### src/rtl/wb_pipe_pkg.sv
// -----------------------------------------------------------------------------
// wb_pipe_pkg
// Shared definitions for the write-back stage: result-select encodings, the
// stage FSM state enum, flag bit positions inside the 4-bit {O,S,C,Z} vector,
// and a helper that packs the individual ALU flags into that vector.
// -----------------------------------------------------------------------------
package wb_pipe_pkg;

    // Result-select encodings driven on uc_S_MXRB.
    typedef enum logic [1:0] {
        SEL_ALU = 2'b00,
        SEL_MEM = 2'b01,
        SEL_PC  = 2'b10,
        SEL_IMM = 2'b11
    } sel_e;

    // Write-back stage FSM states.
    typedef enum logic [1:0] {
        ST_IDLE     = 2'b00,
        ST_WAIT_MEM = 2'b01,
        ST_COMMIT   = 2'b10
    } state_e;

    // Flag bit indices within the packed flag vector.
    localparam int FLAG_O = 3;
    localparam int FLAG_S = 2;
    localparam int FLAG_C = 1;
    localparam int FLAG_Z = 0;

    // Width of the memory-wait counter; wide enough for TIMEOUT up to 255.
    localparam int CNT_W = 8;

    function automatic logic [3:0] pack_flags(input logic o, input logic s,
                                              input logic c, input logic z);
        logic [3:0] r;
        r         = '0;
        r[FLAG_O] = o;
        r[FLAG_S] = s;
        r[FLAG_C] = c;
        r[FLAG_Z] = z;
        return r;
    endfunction

endpackage

### src/rtl/wb_flag_reg.sv
// -----------------------------------------------------------------------------
// wb_flag_reg
// Architectural {O,S,C,Z} flag register with a per-bit write mask.
// Bits selected by mask_i take d_i when we_i is high; all other bits hold.
// Ports:
//   clk_i   in  1  rising-edge clock
//   rst_ni  in  1  asynchronous active-low reset (clears all flags)
//   we_i    in  1  write enable
//   mask_i  in  4  per-bit write mask
//   d_i     in  4  new flag values
//   q_o     out 4  current flag values
// -----------------------------------------------------------------------------
module wb_flag_reg
    import wb_pipe_pkg::*;
(
    input  logic       clk_i,
    input  logic       rst_ni,
    input  logic       we_i,
    input  logic [3:0] mask_i,
    input  logic [3:0] d_i,
    output logic [3:0] q_o
);

    logic [3:0] flags_q;
    logic [3:0] flags_d;

    always_comb begin
        flags_d = flags_q;
        if (we_i) begin
            flags_d = (flags_q & ~mask_i) | (d_i & mask_i);
        end
    end

    always_ff @(posedge clk_i or negedge rst_ni) begin
        if (!rst_ni) begin
            flags_q <= '0;
        end else begin
            flags_q <= flags_d;
        end
    end

    assign q_o = flags_q;

endmodule

### src/rtl/wb_pipe.sv
// -----------------------------------------------------------------------------
// wb_pipe
// Write-back pipeline stage. Accepts one op per cycle, selects the write-back
// value (ALU / memory / link PC / immediate), waits for the data memory on
// loads (with a timeout that drops the op and raises a sticky error), and
// commits the register write and masked flag update in a single COMMIT cycle.
//
// Handshake: an op transfers on a rising edge where in_valid && in_ready.
// in_ready is high in IDLE and COMMIT and low in WAIT_MEM; in_ready does not
// depend on in_valid. dm_valid is a single-cycle response strobe, only
// observed in WAIT_MEM.
//
// Ports:
//   CLK, RST_N                  clock, async active-low reset
//   in_valid / in_ready         upstream op handshake
//   mxpc_out, alu_result, imm   candidate write-back values (DATA_W)
//   uc_S_MXRB                   result select (00 ALU, 01 mem, 10 PC, 11 imm)
//   uc_W_RF, uc_W_FL, rd_addr   register write req, flag mask {O,S,C,Z}, dest
//   alu_O/S/C/Z                 ALU flags
//   dm_valid, dm_Q              data-memory response
//   rf_we, rf_waddr, mxrb_out   register-file write port
//   rf_O/S/C/Z                  architectural flags
//   busy                        FSM not in IDLE (state observation)
//   err_timeout                 sticky memory-timeout error
//   fwd_valid/addr/data         forwarding copy of the write port
//                               (present only when WB_PIPE_FWD_EN is defined)
//
// Configuration macro: WB_PIPE_FWD_EN
// -----------------------------------------------------------------------------
module wb_pipe
    import wb_pipe_pkg::*;
#(
    parameter int DATA_W   = 32,
    parameter int REG_AW   = 4,
    parameter int TIMEOUT  = 16,
    parameter int ZERO_REG = 1
) (
    input  logic              CLK,
    input  logic              RST_N,
    input  logic              in_valid,
    output logic              in_ready,
    input  logic [DATA_W-1:0] mxpc_out,
    input  logic [DATA_W-1:0] alu_result,
    input  logic [DATA_W-1:0] imm,
    input  logic [1:0]        uc_S_MXRB,
    input  logic              uc_W_RF,
    input  logic [3:0]        uc_W_FL,
    input  logic [REG_AW-1:0] rd_addr,
    input  logic              alu_O,
    input  logic              alu_S,
    input  logic              alu_C,
    input  logic              alu_Z,
    input  logic              dm_valid,
    input  logic [DATA_W-1:0] dm_Q,
    output logic              rf_we,
    output logic [REG_AW-1:0] rf_waddr,
    output logic [DATA_W-1:0] mxrb_out,
    output logic              rf_O,
    output logic              rf_S,
    output logic              rf_C,
    output logic              rf_Z,
    output logic              busy,
    output logic              err_timeout
`ifdef WB_PIPE_FWD_EN
    ,
    output logic              fwd_valid,
    output logic [REG_AW-1:0] fwd_addr,
    output logic [DATA_W-1:0] fwd_data
`endif
);

    localparam logic [CNT_W-1:0] CNT_LAST = CNT_W'(TIMEOUT - 1);

    state_e            state_q, state_d;
    logic [CNT_W-1:0]  cnt_q, cnt_d;
    logic              err_q, err_d;

    // Captured op fields (pipeline register).
    logic              wrf_q, wrf_d;
    logic [3:0]        wfl_q, wfl_d;
    logic [REG_AW-1:0] rd_q, rd_d;
    logic [3:0]        aflags_q, aflags_d;

    // Write-port registers; loaded only on entry to COMMIT so they keep the
    // last committed values while a load is waiting on memory.
    logic [REG_AW-1:0] waddr_q, waddr_d;
    logic [DATA_W-1:0] mxrb_q, mxrb_d;

    logic              accept;
    logic [DATA_W-1:0] sel_data;
    logic [3:0]        flags;

    assign in_ready = (state_q != ST_WAIT_MEM);
    assign accept   = in_valid & in_ready;

    // Non-load result selection, done at accept time.
    always_comb begin
        sel_data = alu_result;
        case (uc_S_MXRB)
            SEL_PC:  sel_data = mxpc_out;
            SEL_IMM: sel_data = imm;
            default: sel_data = alu_result;
        endcase
    end

    always_comb begin
        state_d  = state_q;
        cnt_d    = cnt_q;
        err_d    = err_q;
        wrf_d    = wrf_q;
        wfl_d    = wfl_q;
        rd_d     = rd_q;
        aflags_d = aflags_q;
        waddr_d  = waddr_q;
        mxrb_d   = mxrb_q;

        case (state_q)
            ST_IDLE, ST_COMMIT: begin
                if (accept) begin
                    wrf_d    = uc_W_RF;
                    wfl_d    = uc_W_FL;
                    rd_d     = rd_addr;
                    aflags_d = pack_flags(alu_O, alu_S, alu_C, alu_Z);
                    if (uc_S_MXRB == SEL_MEM) begin
                        state_d = ST_WAIT_MEM;
                        cnt_d   = '0;
                    end else begin
                        state_d = ST_COMMIT;
                        waddr_d = rd_addr;
                        mxrb_d  = sel_data;
                    end
                end else begin
                    state_d = ST_IDLE;
                end
            end
            ST_WAIT_MEM: begin
                // A response in the last allowed cycle still wins over timeout.
                if (dm_valid) begin
                    state_d = ST_COMMIT;
                    waddr_d = rd_q;
                    mxrb_d  = dm_Q;
                end else if (cnt_q == CNT_LAST) begin
                    state_d = ST_IDLE;
                    err_d   = 1'b1;
                end else begin
                    cnt_d = cnt_q + CNT_W'(1);
                end
            end
            default: begin
                state_d = ST_IDLE;
            end
        endcase
    end

    always_ff @(posedge CLK or negedge RST_N) begin
        if (!RST_N) begin
            state_q  <= ST_IDLE;
            cnt_q    <= '0;
            err_q    <= 1'b0;
            wrf_q    <= 1'b0;
            wfl_q    <= '0;
            rd_q     <= '0;
            aflags_q <= '0;
            waddr_q  <= '0;
            mxrb_q   <= '0;
        end else begin
            state_q  <= state_d;
            cnt_q    <= cnt_d;
            err_q    <= err_d;
            wrf_q    <= wrf_d;
            wfl_q    <= wfl_d;
            rd_q     <= rd_d;
            aflags_q <= aflags_d;
            waddr_q  <= waddr_d;
            mxrb_q   <= mxrb_d;
        end
    end

    // Flags take effect on the edge that ends COMMIT.
    wb_flag_reg u_flag_reg (
        .clk_i  (CLK),
        .rst_ni (RST_N),
        .we_i   (state_q == ST_COMMIT),
        .mask_i (wfl_q),
        .d_i    (aflags_q),
        .q_o    (flags)
    );

    assign rf_we       = (state_q == ST_COMMIT) && wrf_q &&
                         !((ZERO_REG != 0) && (rd_q == '0));
    assign rf_waddr    = waddr_q;
    assign mxrb_out    = mxrb_q;
    assign rf_O        = flags[FLAG_O];
    assign rf_S        = flags[FLAG_S];
    assign rf_C        = flags[FLAG_C];
    assign rf_Z        = flags[FLAG_Z];
    assign busy        = (state_q != ST_IDLE);
    assign err_timeout = err_q;

`ifdef WB_PIPE_FWD_EN
    assign fwd_valid = rf_we;
    assign fwd_addr  = waddr_q;
    assign fwd_data  = mxrb_q;
`endif

endmodule

### config.mk
export PLATFORM = sky130hd
export DESIGN_NAME = wb_pipe
export DESIGN_NICKNAME = d
export VERILOG_FILES = /design/src/rtl/wb_pipe_pkg.sv /design/src/rtl/wb_flag_reg.sv /design/src/rtl/wb_pipe.sv
export SDC_FILE = /design/constraint.sdc
export NUM_CORES = 1
export LEC_CHECK = 0
export ABC_AREA = 1
export BUFFER_PORTS_ARGS = -buffer_cell sky130_fd_sc_hd__buf_4
export CAP_MARGIN = 40
export CORE_UTILIZATION = 43
export DETAILED_ROUTE_END_ITERATION = 8
export PLACE_DENSITY_LB_ADDON = 0.15
export SKIP_CTS_REPAIR_TIMING = 1
export SLEW_MARGIN = 20
export SYNTH_ARGS = -nofsm -noshare
export SYNTH_HDL_FRONTEND = slang
export SYNTH_SLANG_ARGS = --single-unit
### constraint.sdc
create_clock -name CLK -period 2.35 [get_ports CLK]
set_input_delay 0.235 -clock CLK [delete_from_list [all_inputs] [get_ports CLK]]
set_output_delay 0.235 -clock CLK [all_outputs]
set_load 0.005 [all_outputs]
==> impl_metrics.yaml, run 1 <==
run_status:
  outcome: "finished, final reports clean"
logic_synthesis:
  synth-simple-area-share_pct: 44.23
  synthArstFlopShare_pct: 100.0
  synth_cells: 501
  synth_xor_area_share_pct: 0.4796
  synth_seq_cells: 64
  synth_edf_count: 0
  synth_top_cells_by_area: "dfrtp_1, nand2_1, nand3_1"
  synthMuxAreaShare_pct: 0.9250
  synth_top_family_by_area: "simple AND/OR/NAND/NOR gates"
  ys_seq_area_share_pct: 43.85
  synthAdderAreaFrac_pct: 0.3426
  ys_warn_count: 0
  synth_top_flop_cell: "dfrtp_1"
  synth_area_mm2: 0.003652
  synth_fp_nets: 649
  synth_top_area_share_pct: 43.85
  synth-compound-area-share_pct: 3.631
  postSynthAreaPerCell_um2: 7.290
  synthDistinctLibCells: 24
  synth_top_area_cell: "dfrtp_1"
timing:
  tightestPinTransition_ns: 0.5107
  period_share_pct: 81.66
  skew_ns: 0.01085
  tns_ns: 0
  rsz0062_at_grt: "no"
  fin_crit_ns: 1.919
  maxSlewHeadroom_pct: 65.91
  setup_violations: 0
  slew_violations: 0
  fmax_mhz: 521.1
  finalHoldViolCount: 0
cells_and_area:
  layout.nets: 834
  area_growth_syn_to_layout_pct: 46.08
  final_cell_mix: "nand2_1, buf_4, dfrtp_1, nand3_1"
  seqCellArea_mm2: 0.001602
  final_common_cell: "nand2_1"
  stdcell_count: 796
  antenna_cells: 0
  layout-drive-gt1-share_pct: 38.35
  multi_input_area_mm2: 0.001814
  nFillCells: 732
global_routing:
  grt_overflow: 0
  grt_max_degree: 65
  grt_pass1_wl_mm: 16.84
  antenna_found_initial: 0
  grt_use_total_pct: 24.77
  first_global_vias: 3499
clock_tree:
  numCtsBuffers: 9
  clkSinkCount: 64
  root_buffer: "clkbuf_8"
  max-clock-path-buffers: 2
  worst_skew_pair.late_latency_ns: 0.34
  clkTransAtPathRegs_ns: 0.08
  htreeDepth: 3
  cts_tree: "built"
setup_path:
  cp.required_ns: 2.12
  r2r_start: "state_q[0]"
  path_class: "reg2out"
  cp.arrival_ns: 1.68
  end_kind: "primary output"
  startpoint: "state_q[1]"
  start_kind: "flip-flop"
  critPathMaxFanout: 5
detailed_routing:
  vias: 3941
  drtPass1Iterations: 5
  drc: 0
  final_antenna_net_count: 0
  wl_mm: 10.98
  vias_per_cell: 4.951
  first_iter_violations: 155
  wl_per_cell_um: 13.79
place:
  dpl.cell_count: 778
  globalplace.congestion: 0.9033
  io_buffers: 190
  hpwl_mm: 8.016
floorplan:
  ioPinCount: 191
  fp-row-count: 33
  die_width_um: 94.16
  initial_core_util_pct: 44.45
  fp.dieH_um: 94.16
  die_area_mm2: 0.008866
  core_mm2: 0.008217
power:
  ir_drop_uv: 262.2
  leakagePower_nw: 2.824
  power_density_mw_per_mm2: 602.7
hold_path:
  worstHoldStart: "alu_Z"
  hold_path.class: "in2reg"
run:
  drv_cap: 0
metrics by stage:
stage | util (%) | worst slack [ns] | cell area (µm²) | hold WS [ns] | power, mW
after floorplan | - | 0.9593 | 3652 | -0.06059 | 1.834
after global placement | 62.39 | 0.6750 | 5126 | 0.3696 | 2.369
after detailed placement | 62.39 | 0.6201 | 5126 | 0.3800 | 2.399
after CTS | 64.47 | 0.4482 | 5298 | 0.003137 | 3.244
after global routing | 64.93 | 0.3210 | 5335 | 0.08127 | 3.422
final | 64.93 | 0.4311 | 5335 | 0.08984 | 3.216
power by group:
group	total, mW	switching, mW	internal [mW]
Sequential	1.41	0.115	1.30
Clock	0.841	0.459	0.382
Combinational	0.961	0.433	0.529
kinds of logic (layout without fill, tap and decap cells):
| group | after synthesis | count (layout) |
|---|---|---|
| AO/OA/AOI/OAI | 20 | 20 |
| XOR/XNOR | 2 | 2 |
| adder cells (fa/ha/maj) | 1 | 1 |
| buffers and inverters | 46 | 236 |
| flip-flops | 64 | 64 |
| multiplexers | 3 | 3 |
| AND/OR/NAND/NOR | 365 | 365 |
cell usage after synthesis (4+ instances only):
cell type,number
nand2_1,233
buf_6,7
dfrtp_1,64
buf_2,7
o21ai_2,4
nand3_1,47
inv_1,16
nand2_2,4
nor2_1,16
or2_2,32
clkbuf_1,12
o21ai_0,11
nand4_1,32
worst max-delay path: stages (launching register included):
cell and delay [ns]:
dfrtp_1 0.44, inv_1 0.08, nor2_1 0.33, nand2_1 0.11
a41oi_1 0.23, buf_4 0.15
sequential cells by signal, indices dropped and copies added (netlist names), named ones only:
register     cells
aflags_q         4
state_q          2
wfl_q            4
rd_q             4
cnt_q            8
rf_waddr         4
mxrb_out        32
wrf_q            1
err_timeout      1
per-layer routing:
metal / GRT usage [%] / vias up / share of wire (%)
met5: 0 / - / 0
met4: 7.436 / 0 / 1.2
met3: 5.016 / 14 / 5.6
met2: 42.09 / 132 / 51
met1: 31.52 / 1812 / 43
li1: - / 1983 / -
final timing paths:
path / endpoint / slack (ns) / depth (start not counted)
max: rf_we / 0.43 / 5
min: aflags_q[0] / 0.09 / 3
max reg2reg: cnt_q[6] / 0.60 / 9
min reg2reg: err_timeout / 0.47 / 1
max in group asynchronous: cnt_q[6] / 1.63 / 3
min in group asynchronous: mxrb_out[12] / 0.23 / 2
cell type report:
class,instances,share of cell area [%]
clock buffer,9,2.322
clock inverter,7,0.8912
inverter,20,1.501
multi-input combinational,391,34.01
sequential,64,30.02
tap,105,2.462
timing repair buffer,200,28.80
Power figures use the tool's default switching activity.
==> run 2: changes to the inputs <==
--- a/config.mk
+++ b/config.mk
@@ -5,10 +5,10 @@
 export SDC_FILE = /design/constraint.sdc
 export NUM_CORES = 1
 export LEC_CHECK = 0
-export ABC_AREA = 1
+export ABC_AREA = 0
 export BUFFER_PORTS_ARGS = -buffer_cell sky130_fd_sc_hd__buf_4
 export CAP_MARGIN = 40
-export CORE_UTILIZATION = 43
+export CORE_UTILIZATION = 41
 export DETAILED_ROUTE_END_ITERATION = 8
 export PLACE_DENSITY_LB_ADDON = 0.15
 export SKIP_CTS_REPAIR_TIMING = 1
==> constraint.sdc (replaced) <==
create_clock -name CLK -period 1.7 [get_ports CLK]
set_input_delay 0.17 -clock CLK [delete_from_list [all_inputs] [get_ports CLK]]
set_output_delay 0.17 -clock CLK [all_outputs]
set_load 0.005 [all_outputs]
==> run 2 against run 1 <==
Die area is 5.9% higher. Critical endpoint is now cnt_q[6]. First-iteration DRC count is 19% lower. Sequential share of layout area shrank 1.1 points. Critical path type is now reg2reg. Synthesized area increased by 1.1%. Highest routed layer unchanged. Sequential cell count did not move. Largest cell class unchanged.
==> impl_metrics.yaml, run 2 <==
setup_path:
  reg2reg_depth: 3
  r2r_end: "cnt_q[6]"
  cp.required_ns: 1.97
  r2r_start: "state_q[0]"
  startpoint: "state_q[0]"
  start_kind: "flip-flop"
  end_kind: "flip-flop"
  path_class: "reg2reg"
  cp.arrival_ns: 1.91
  regToRegSetupSlack_ns: 0.06
  critPathMaxFanout: 10
logic_synthesis:
  synthDistinctLibCells: 35
  synthAdderAreaFrac_pct: 0.3390
  synth_top_area_cell: "dfrtp_1"
  synth_edf_count: 0
  ys_warn_count: 0
  synth_top_area_share_pct: 43.39
  synth_top_cells_by_area: "dfrtp_1, mux2i_1, a211o_1"
  synth_xor_area_share_pct: 0
  synth_fp_nets: 523
  yosysMostFrequentCell: "dfrtp_1"
  synth_area_mm2: 0.003691
  synth-compound-area-share_pct: 21.59
  synth_top_flop_cell: "dfrtp_1"
  synth_seq_cells: 64
  synthMuxAreaShare_pct: 17.39
  synth_cells: 375
  ys_seq_area_share_pct: 43.39
  synth_common_cells: "dfrtp_1, nand2_1, mux2i_1"
  synth_top_family_by_area: "compound AO/OA/AOI/OAI gates"
  postSynthAreaPerCell_um2: 9.843
  synth-simple-area-share_pct: 12.68
  synthArstFlopShare_pct: 100.0
detailed_routing:
  drtPass1Iterations: 4
  final_antenna_net_count: 0
  vias: 3647
  drc: 0
  wl_per_cell_um: 16.33
  vias_per_cell: 5.435
  wl_mm: 10.96
  first_iter_violations: 125
floorplan:
  die_width_um: 96.88
  initial_core_util_pct: 42.32
  ioPinCount: 191
  fp.dieH_um: 96.88
  die_area_mm2: 0.009386
  fp-row-count: 34
  core_mm2: 0.008721
timing:
  maxSlewHeadroom_pct: 68.61
  tightestPinTransition_ns: 0.4682
  finalHoldViolCount: 0
  setup_violations: 0
  period_share_pct: 96.60
  fin_crit_ns: 1.642
  skew_ns: 0.01026
  tns_ns: 0
  rsz0062_at_grt: "no"
  slew_violations: 0
  fmax_mhz: 609.0
cells_and_area:
  area_growth_syn_to_layout_pct: 50.14
  layout-drive-gt1-share_pct: 44.94
  final_common_cell: "buf_4"
  largest_reg_flops: 32
  final_cell_mix: "buf_4, dfrtp_1, nand2_1, mux2i_1, nor2_1"
  layout.nets: 706
  nFillCells: 768
  antenna_cells: 0
power:
  power_density_mw_per_mm2: 910.4
  ir_drop_uv: 395.9
  p_total_mw: 5.045
  leakagePower_nw: 2.705
hold_path:
  holdPathEnd: "aflags_q[3]"
  whs_path_depth: 2
  hold_path.class: "in2reg"
  worstHoldStart: "alu_O"
clock_tree:
  root_buffer: "clkbuf_8"
  clkSinkCount: 64
  max-clock-path-buffers: 2
  worst_skew_pair.late_latency_ns: 0.35
  clkTransAtPathRegs_ns: 0.08
  htreeDepth: 3
  cts_tree: "built"
  numCtsBuffers: 9
place:
  globalplace.congestion: 0.8575
  io_buffers: 190
  hpwl_mm: 8.052
run_status:
  outcome: "finished, final reports clean"
global_routing:
  grt_max_degree: 65
  grt_pass1_wl_mm: 17.97
  grt_use_total_pct: 23.55
  antenna_found_initial: 0
  grt_overflow: 0
  first_global_vias: 3621
run:
  drv_cap: 0
## run 2: power breakdown
part / leakage, nW / switching (mW) / internal (mW) / total [mW]
clock network: 0.119 / 0.626 / 0.976 / 1.60
logic: 1.85 / 0.591 / 0.867 / 1.46
registers: 0.739 / 0.175 / 1.81 / 1.99
total: 2.71 / 1.39 / 3.65 / 5.04
## run 2: cells by family (layout without fill, tap and decap cells)
logic type | Yosys count | count (layout)
compound gates | 106 | 106
simple gates | 102 | 102
flops | 64 | 64
mux | 61 | 61
buf+inv | 41 | 229
fa+ha+maj | 1 | 1
## run 2: worst max-delay path by stage
stage | end | cells after the start
finish | cnt_q[6] | 3
detailed placement | cnt_q[5] | 3
floorplan | rf_waddr[0] | 5
global route | rf_waddr[3] | 4
global placement | cnt_q[6] | 3
CTS | cnt_q[5] | 3
## run 2: metal layers
metal	routed length, µm	GRT usage, %
met5	0	0
met4	69	5.855
met3	661	5.419
met2	5707	42.52
met1	4522	28.11
## run 2: critical path: stages, from the launching register on
cell	delay [ns]
dfrtp_1	0.47
or3b_1	0.44
or4_1	0.51
a21boi_1	0.14
## run 2: through the flow
step,hold WS (ns),cell area (µm²),setup slack (ns),std cells,util (%)
after floorplan,-0.1256,3691,0.05792,375,-
after global placement,0.09554,5283,0.08776,654,60.57
after detailed placement,0.09896,5283,0.05964,654,60.57
after CTS,-0.2787,5527,0.04456,670,63.37
after global routing,0.03550,5542,0.001935,671,63.54
final,0.05017,5542,0.05786,671,63.54
## run 2: cell type report
type	instances	area (µm²)	area share [%]
multi-input combinational	270	1932	34.86
clock buffer	9	123.9	2.235
inverter	3	11.26	0.2032
timing repair buffer	210	1617	29.17
clock inverter	7	120.1	2.168
sequential	64	1603	28.92
tap	108	135.1	2.438
==> run 3: changes to the inputs <==
==> constraint.sdc (replaced) <==
create_clock -name CLK -period 1.7 [get_ports CLK]
set_input_delay 0.085 -clock CLK [delete_from_list [all_inputs] [get_ports CLK]]
set_output_delay 0.085 -clock CLK [all_outputs]
set_load 0.005 [all_outputs]
==> run 3 against run 2 <==
Setup slack got worse by 0.0081 ns. Critical path type unchanged. Critical endpoint is now cnt_q[5]. Non-clock buffer count grew 13. Worst hold slack got worse by 0.050 ns. Core utilization increased by 1.0 points. Clock skew grew 0.0015 ns. Fmax shrank 0.49%. Final area rose by 1.6%.
==> impl_metrics.yaml, run 3 (synthesis gave the netlist of run 2 again) <==
run_status:
  outcome: "finished, final reports clean"
power:
  power_density_mw_per_mm2: 851.4
  p_total_mw: 4.794
  ir_drop_uv: 444.5
  leakagePower_nw: 2.739
place:
  dpl_cell_area_mm2: 0.005290
  globalplace.congestion: 0.7678
  dpl.cell_count: 655
  hpwl_mm: 8.095
  io_buffers: 190
  preCtsSetupSlack_ns: 0.005902
clock_tree:
  cts_tree: "built"
  clkTransAtPathRegs_ns: 0.08
  htreeDepth: 3
  root_buffer: "clkbuf_8"
  clkSinkCount: 64
  numCtsBuffers: 9
  worst_skew_pair.late_latency_ns: 0.33
  max-clock-path-buffers: 2
cells_and_area:
  fin_area_mm2: 0.005630
  layout-drive-gt1-share_pct: 44.10
  final_cell_mix: "buf_4, dfrtp_1, nand2_1, mux2i_1, nor2_1"
  stdcell_count: 684
  antenna_cells: 0
  largest_reg_flops: 32
  layout.nets: 719
  final_common_cell: "buf_4"
  nFillCells: 713
  area_growth_syn_to_layout_pct: 52.54
detailed_routing:
  wl_mm: 10.76
  dr_wl_met2_mm: 5.701
  dr_wl_met3_um: 617
  drtPass1Iterations: 4
  top_layer: "met4"
  wl_per_cell_um: 15.73
  first_iter_violations: 98
  vias_per_cell: 5.389
  final_antenna_net_count: 0
  vias: 3686
  wl_met1_mm: 4.353
  drc: 0
setup_path:
  end_kind: "flip-flop"
  start_kind: "flip-flop"
  r2r_start: "state_q[1]"
  cp.required_ns: 1.96
  regToRegSetupSlack_ns: 0.05
  reg2reg_depth: 3
  max_stage_delay_ns: 0.49
  r2r_end: "cnt_q[5]"
  cp-endpoint: "cnt_q[5]"
  path_class: "reg2reg"
  cp.arrival_ns: 1.91
  path_cells: "or3b_4 -> or4_1 -> a21boi_1"
  critPathMaxFanout: 8
  crit_slowest_cell: "or4_1"
  startpoint: "state_q[1]"
timing:
  finalHoldViolCount: 0
  skew_ns: 0.01173
  setup_slack_ns: 0.04977
  tns_ns: 0
  slew_violations: 0
  setup_violations: 0
  fmax_mhz: 606.0
  tightestPinTransition_ns: 0.4492
  period_share_pct: 97.07
  rsz0062_at_grt: "no"
  maxSlewHeadroom_pct: 69.88
  fin_crit_ns: 1.650
global_routing:
  grt_max_degree: 42
  grt_pass1_wl_mm: 17.24
  antenna_found_initial: 0
  first_global_vias: 3574
  grt_overflow: 0
  grt_use_total_pct: 22.57
floorplan:
  ioPinCount: 191
  initial_core_util_pct: 42.32
  fp-row-count: 34
  die_area_mm2: 0.009386
  core_mm2: 0.008721
  die_width_um: 96.88
  fp.dieH_um: 96.88
run:
  drv_cap: 0
hold_path:
  hold_path.class: "in2reg"
-- run 3: through the flow --
| stage | util (%) | hold slack [ns] |
|---|---|---|
| finish | 64.56 | 0.00006201 |
| global route | 64.56 | 0.001238 |
| CTS | 63.00 | -0.3448 |
| detailed placement | 60.66 | 0.01875 |
| global placement | 60.66 | 0.01082 |
| floorplan | - | -0.2106 |
-- run 3: area by class of cell --
| type | count | area [µm²] | area share, % |
|---|---|---|---|
| flip-flops and latches | 64 | 1602 | 28.44 |
| clock inverters | 7 | 80.08 | 1.422 |
| repair buffers | 223 | 1744 | 30.98 |
| inverters | 3 | 11.26 | 0.2000 |
| clock buffers | 9 | 123.9 | 2.200 |
| multi-input cells | 270 | 1934 | 34.36 |
| well taps | 108 | 135.1 | 2.400 |
-- run 3: worst min-delay path by stage --
| stage | start | endpoint | slack [ns] | cells past startpoint |
|---|---|---|---|---|
| after global placement | RST_N | mxrb_out[31] | 0.01 | 1 |
| after global routing | alu_C | aflags_q[1] | 0.001 | 2 |
| final | alu_C | aflags_q[1] | 0.00006 | 2 |
| after CTS | RST_N | mxrb_out[4] | -0.34 | 1 |
| after detailed placement | RST_N | mxrb_out[4] | 0.02 | 1 |
| after floorplan | RST_N | async pin | -0.21 | 0 |
-- run 3: power breakdown --
group | switching [mW] | internal [mW] | total, mW
clock | 0.642 | 0.689 | 1.33
sequential | 0.178 | 1.81 | 1.99
combinational | 0.588 | 0.887 | 1.47
-- run 3: critical path, delay by kind of cell, from the launching register on --
family           cells  cell delay (ns)
AND/OR/NAND/NOR      2             0.95
AO/OA/AOI/OAI        1             0.16
flip-flops           1             0.47
-- run 3: metal layers --
metal | global-route usage (%) | vias up
li1 | - | 1794
met1 | 27.27 | 1735
met2 | 41.39 | 151
met3 | 4.118 | 6
met4 | 5.166 | 0
met5 | 0 | -
